$ cat config.mk
export PLATFORM = sky130hd
export DESIGN_NAME = piso_reader
export DESIGN_NICKNAME = d
export VERILOG_FILES = /design/src/rtl/piso_pkg.sv /design/src/rtl/piso_bit_counter.sv /design/src/rtl/piso_reader.sv
export SDC_FILE = /design/constraint.sdc
export NUM_CORES = 1
export LEC_CHECK = 0
export CELL_PAD_IN_SITES_DETAIL_PLACEMENT = 0
export CELL_PAD_IN_SITES_GLOBAL_PLACEMENT = 1
export CORE_AREA = 4 4 49 51
export DETAILED_ROUTE_END_ITERATION = 12
export DIE_AREA = 0 0 53 55
export PLACE_DENSITY_LB_ADDON = 0.1
export SLEW_MARGIN = 20
export SYNTH_ARGS = -nofsm -noshare
export SYNTH_HDL_FRONTEND = slang
export SYNTH_SLANG_ARGS = --single-unit
$ cat constraint.sdc
create_clock -name clk -period 1.8 [get_ports clk]
set_input_delay 0.18 -clock clk [delete_from_list [all_inputs] [get_ports clk]]
set_output_delay 0.18 -clock clk [all_outputs]
set_load 0.03 [all_outputs]
$ cat src/rtl/piso_pkg.sv
// Shared definitions for the piso_reader slice: FSM encoding and bit-counter sizing.
package piso_pkg;

  typedef enum logic [1:0] {
    ST_IDLE  = 2'd0,
    ST_SHIFT = 2'd1,
    ST_DONE  = 2'd2
  } state_t;

  // Wide enough to hold DW+1 (parity build) without wrapping.
  function automatic int cnt_width(input int dw);
    return $clog2(dw + 2);
  endfunction

endpackage

$ cat src/rtl/piso_bit_counter.sv
// Bit counter for piso_reader: synchronous clear, count enable, terminal-count flag at NBITS-1.
module piso_bit_counter #(
  parameter int NBITS = 8,
  parameter int CW    = 4
) (
  input  logic clk,
  input  logic rst,
  input  logic clr,
  input  logic en,
  output logic tc
);

  localparam logic [CW-1:0] TC_VAL = CW'(NBITS - 1);

  logic [CW-1:0] count;

  always_ff @(posedge clk) begin
    if (rst) begin
      count <= '0;
    end else if (clr) begin
      count <= '0;
    end else if (en) begin
      count <= count + 1'b1;
    end
  end

  assign tc = (count == TC_VAL);

endmodule

$ cat src/rtl/piso_reader.sv
// Parallel-in serial-out reader with step handshake and one-cycle done pulse.
// Define PISO_PARITY_EN to append an even-parity bit after the data bits.
module piso_reader
  import piso_pkg::*;
#(
  parameter int DW        = 8,
  parameter bit MSB_FIRST = 1'b1
) (
  input  logic          clk,
  input  logic          rst,
  input  logic          ld,
  input  logic [DW-1:0] data_in,
  input  logic          step,
  output logic          ready,
  output logic          sout,
  output logic          sout_valid,
  output logic          done
);

`ifdef PISO_PARITY_EN
  localparam int NBITS = DW + 1;
`else
  localparam int NBITS = DW;
`endif
  localparam int CW = cnt_width(DW);

  // Handshake: a bit on sout is offered while sout_valid=1 and is consumed
  // on each rising edge where step=1; step outside SHIFT is ignored.
  state_t           state, state_nxt;
  logic [NBITS-1:0] shreg;
  logic [NBITS-1:0] load_val;
  logic             accept;
  logic             adv;
  logic             tc;
  logic             head;

  assign accept = (state == ST_IDLE) && ld;
  assign adv    = (state == ST_SHIFT) && step;

  // Parity is placed so that it leaves the register after the last data bit.
  always_comb begin
`ifdef PISO_PARITY_EN
    if (MSB_FIRST) load_val = {data_in, ^data_in};
    else           load_val = {^data_in, data_in};
`else
    load_val = data_in;
`endif
  end

  always_ff @(posedge clk) begin
    if (rst) begin
      shreg <= '0;
    end else if (accept) begin
      shreg <= load_val;
    end else if (adv) begin
      if (MSB_FIRST) shreg <= {shreg[NBITS-2:0], 1'b0};
      else           shreg <= {1'b0, shreg[NBITS-1:1]};
    end
  end

  piso_bit_counter #(
    .NBITS(NBITS),
    .CW   (CW)
  ) u_bit_counter (
    .clk(clk),
    .rst(rst),
    .clr(accept),
    .en (adv),
    .tc (tc)
  );

  always_ff @(posedge clk) begin
    if (rst) state <= ST_IDLE;
    else     state <= state_nxt;
  end

  always_comb begin
    state_nxt = state;
    case (state)
      ST_IDLE:  if (ld) state_nxt = ST_SHIFT;
      ST_SHIFT: if (step && tc) state_nxt = ST_DONE;
      ST_DONE:  state_nxt = ST_IDLE;
      default:  state_nxt = ST_IDLE;
    endcase
  end

  assign head       = MSB_FIRST ? shreg[NBITS-1] : shreg[0];
  assign ready      = (state == ST_IDLE);
  assign sout_valid = (state == ST_SHIFT);
  assign sout       = (state == ST_SHIFT) ? head : 1'b0;
  assign done       = (state == ST_DONE);

endmodule

# --- After elaboration in Yosys (flattened, before gate mapping) ---
# Cells that the tools add are included.
word_totals:
  wordCells: 22
  regBits: 14
  in_bits: 12
classes:
  n_eq_ne: 5
  addsub: 1
  mux: 6
  n_reduce_logical: 7
ops:
  columns: ["op", "n"]
  rows:
  - ["2-to-1 mux 8 bit", 2]
  - ["adder 4 x 1 -> 4 bit, second input constant", 1]
  - ["== test 4 x 3 -> 1 bit, second input constant", 1]
  - ["2-to-1 mux 2 bit", 2]
  - ["one-hot mux 2 bit (2 select lines)", 1]
  - ["logical AND 1 bit", 3]
  - ["== test 2 x 1 -> 1 bit, second input constant", 1]
  - ["== test 2 bit, second input constant", 1]
  - ["zero test 2 bit", 1]
  - ["inequality test 2 x 1 -> 1 bit, second input constant", 1]
  - ["inequality test 2 bit, second input constant", 1]
  - ["AND reduction 2 bit", 1]
  - ["nonzero test 2 bit", 1]
  - ["OR reduction 2 bit", 1]
  - ["2-to-1 mux 1 bit", 1]

# --- Longest topological paths before layout ---
logic_depth:
  depth_word: 4
  depth_mapped: 5

# --- Hierarchy ---
# From an unflattened synthesis, not the netlist that was laid out.
unflattened:
  cells_unflattened: 68
  area_unflattened_um2: 635.6
by_module_without_submodules:
  columns: ["module", "n_inst", "seq_area_each_um2", "cells_per_inst", "area_each_um2"]
  rows:
  - ["piso_reader", 1, 200.2, 49, 450.4]
  - ["piso_bit_counter", 1, 80.1, 19, 185.2]

# --- Least setup slack after synthesis ---
# Ideal clock, no wire load.
synth_path:
  kind: "reg2out"
  startpoint: "reg state[0]"
  endpoint: "out sout"
  arrival_ps: 1368
  stages_incl_launch_ff: 4
  required_ps: 1620
  setup_slack_ps: 252
  path_cell_list: "dfxtp_1 buf_4 nor2b_1 and2_1"
synth_via:
  elab_chain_len: 2
synth_rtl:
  columns: ["element", "line_no", "rtl"]
  rows:
  - ["start, declared", "piso_reader.sv:29", "state_t state, state_nxt;"]
  - ["start signal, assigned", "piso_reader.sv:74", "else state <= state_nxt;"]
  - ["== test 2 x 1 -> 1 bit", null, null]
  - ["net sout_valid", "piso_reader.sv:16", "output logic sout_valid,"]
  - ["2-to-1 mux 1 bit", "piso_reader.sv:90", "assign sout = (state == ST_SHIFT) ? head : 1'b0;"]
  - ["end, declared", "piso_reader.sv:15", "output logic sout,"]
# The timed path passes the listed nets, and every way through them passes these cells.

# --- Final worst setup path ---
layout_path:
  startpoint: "reg state[0]"
  endpoint: "out ready"
layout_via:
  elab_chain_len: 1
layout_rtl:
  columns: ["element", "line_no", "rtl"]
  rows:
  - ["zero test 2 bit", "piso_reader.sv:88", "assign ready = (state == ST_IDLE);"]
  - ["end, declared", "piso_reader.sv:14", "output logic ready,"]
# Every way passes these cells.

==> reports/metrics.yaml <==
drc: 0
power.leakage_nw: 0.329
ys_ff_latch: 14
arrival_ns: 1.49
status: "finished clean"
rows: 16
ys_seq_area_share_pct: 44.3
vias: 554
slowest_delay_ns: 0.67
finalCritPeriodShare_pct: 93.0
drtIter0Drc: 7
clock_latency_ns: 0.27
crit_type: "reg -> out"
clockBufferDepth: 2
drt_pass1_iterations: 4
cts_tree: "built"
p_int_mw: 0.504
p_switching_mw: 0.165
yosysTopAreaCell: "dfxtp_1"
numPortBuffers: 15
final_nets: 100
dpl.hpwl_mm: 1.02
dp_slack_ns: 0.189
rrSetupSlack_ns: 0.46
synth_top_area_share_pct: 44.3
drt-wirelength-per-cell_um: 12.5
syn_to_final_growth_pct: 36.0
startpoint_type: "register"
drive_above_1_share_pct: 15.1
n_antenna_cell: 0
combPwrFrac_pct: 16.9
power_density_nw_per_um2: 778
clock-sinks: 14
grt_max_degree: 15
wl_mm: 1.41
total_power_mw: 0.670
overflow: 0
grt_use_total_pct: 12.2
worst_ep_required_time_ns: 1.62
slew_headroom_pct: 63.7
syn_nets: 80
setup_violations: 0
p_sw_share_pct: 24.7
ctsHoldBuffers: 0
synth_area_um2: 633
path_cells: "buf_4, nor2_1, clkdlybuf4s50_1"
ant_nets: 0
hold_viol_final: 0
hold_class: "in -> reg"
avgSynthCellArea_um2: 9.45
tightest_slew_ns: 0.543
clock_skew_ns: 0.00189
finalMaxSlewViolations: 0
grt_pass1_vias: 537
fillers: 221
synthDistinctLibCells: 25
vias_per_cell: 4.90
rsz0062_at_grt: "no"
cp_top_family: "buffers and inverters"
ios: 16
critical_path.slowest_cell: "clkdlybuf4s50_1"
place.gp.congestion: 0.653
dieArea_um2: 2920
ys_top_cells_by_area: "dfxtp_1, a22oi_1, a21oi_1"
setup_ws_ns: 0.127
die_width_um: 53
post_cts_buffers: 0
cts_root_buffer: "clkbuf_4"
grt_pass1_wl_mm: 2.51
cap_viol_max_count: 0
cts_made_buffers: 3
p_seq_share_pct: 49.5
worst_setup_path_end_kind: "primary output"
period_needed_ns: 1.67
cp_max_fo: 7
peakVddDrop_v: 0.000322
die_h_um: 55
path_clk_slew_ns: 0.08
clockPowerShare_pct: 33.5
worstPathBufferInverterCount: 2
fin_tns_setup_ns: 0
syn-instance-count: 67
core-area_um2: 1940
yosys_warnings: 0
fmax_mhz: 598
htree_levels: 1
antenna_found_initial: 0
start_util_pct: 32.6
-- stage by stage --
stage | hold WS, ns | area [um2] | utilization (%) | std cells
2_1_floorplan | 0.253 | 633 | - | 67
3_3_place_gp | 0.458 | 828 | 42.7 | 109
3_5_place_dp | 0.459 | 828 | 42.7 | 109
4_1_cts | 0.435 | 861 | 44.3 | 113
5_1_grt | 0.448 | 861 | 44.3 | 113
6_report | 0.443 | 861 | 44.3 | 113
-- worst reg2reg max path, cell delays in order, from the launching register on --
cell,delay (ns)
dfxtp_1,0.31
buf_4,0.16
or3b_2,0.55
nand3_1,0.13
a21oi_1,0.07
-- registers in the layout, indices dropped and copies added (netlist names) --
register	flops
shreg	8
state	2
u_bit_counter.count	4
-- Yosys cell counts --
master and n:
buf_2 3, a22oi_1 7, dfxtp_1 14, xor2_1 1, buf_4 1, ha_1 1
nand4b_1 2, and3b_1 1, nor3b_1 1, or3b_2 1, nand2_1 1, o21ai_0 1
mux2i_1 1, nor3_1 3, or3_1 1, nor2_1 2, nand3_1 9, nand3b_4 1
xnor2_1 1, clkbuf_1 1, a211oi_2 1, nor2b_1 2, a21oi_1 9, nor3b_2 1
and2_1 1
-- timing repair --
item,CTS,global route
gates resized for setup,3,0
endpoints found under the hold margin,0,0
endpoints found under the setup margin,3,0
-- path summary, 6_finish.rpt --
kind / depth (start not counted) / start / endpoint
worst max-delay path: 3 / state[0] / ready
worst min-delay path: 3 / data_in[0] / shreg[0]
worst max register to register: 4 / state[0] / shreg[5]
worst min register to register: 2 / shreg[2] / shreg[2]
-- metal layers --
metal	GRT usage, %	vias to the layer above	routed length (um)
li1	-	286	-
met1	17.2	254	717
met2	16.7	12	621
met3	3.22	2	57
met4	6.38	0	12
met5	0	-	0
-- layout by cell type, fill, tap and decap left out, types with 2 or more instances in the layout --
| cell | n |
|---|---|
| dlygate4sd2_1 | 3 |
| a22oi_1 | 7 |
| clkdlybuf4s50_1 | 12 |
| nand4b_1 | 2 |
| clkbuf_4 | 3 |
| nor2_1 | 2 |
| buf_4 | 5 |
| nand3_1 | 9 |
| a21oi_1 | 9 |
| nor3_1 | 3 |
| dfxtp_1 | 14 |
| nor2b_1 | 2 |
-- cell families (layout without fill, tap and decap cells) --
group | Yosys count | in the layout | share of synthesized area, %
simple gates | 26 | 26 | 27.1
compound gates | 18 | 18 | 18.2
flops | 14 | 14 | 44.3
buf+inv | 5 | 24 | 4.15
xor+xnor | 2 | 2 | 2.77
fa+ha+maj | 1 | 1 | 1.98
mux | 1 | 1 | 1.58
-- power groups by stage --
| stage | clock network (mW) | logic, mW | registers, mW |
|---|---|---|---|
| floorplan | 0 | 0.0648 | 0.337 |
| global placement | 0 | 0.116 | 0.339 |
| detailed placement | 0 | 0.117 | 0.339 |
| CTS | 0.237 | 0.115 | 0.332 |
| global route | 0.257 | 0.124 | 0.334 |
| finish | 0.225 | 0.113 | 0.332 |
-- final cells by class --
class / instances / area [um2] / share of cell area [%]
Sequential cell: 14 / 280 / 32.6
Clock buffer: 4 / 36.3 / 4.22
Multi-Input combinational cell: 48 / 327 / 37.9
Tap cell: 27 / 33.8 / 3.92
Timing Repair Buffer: 20 / 184 / 21.4
Note: power is estimated with default switching activity, not from simulation.
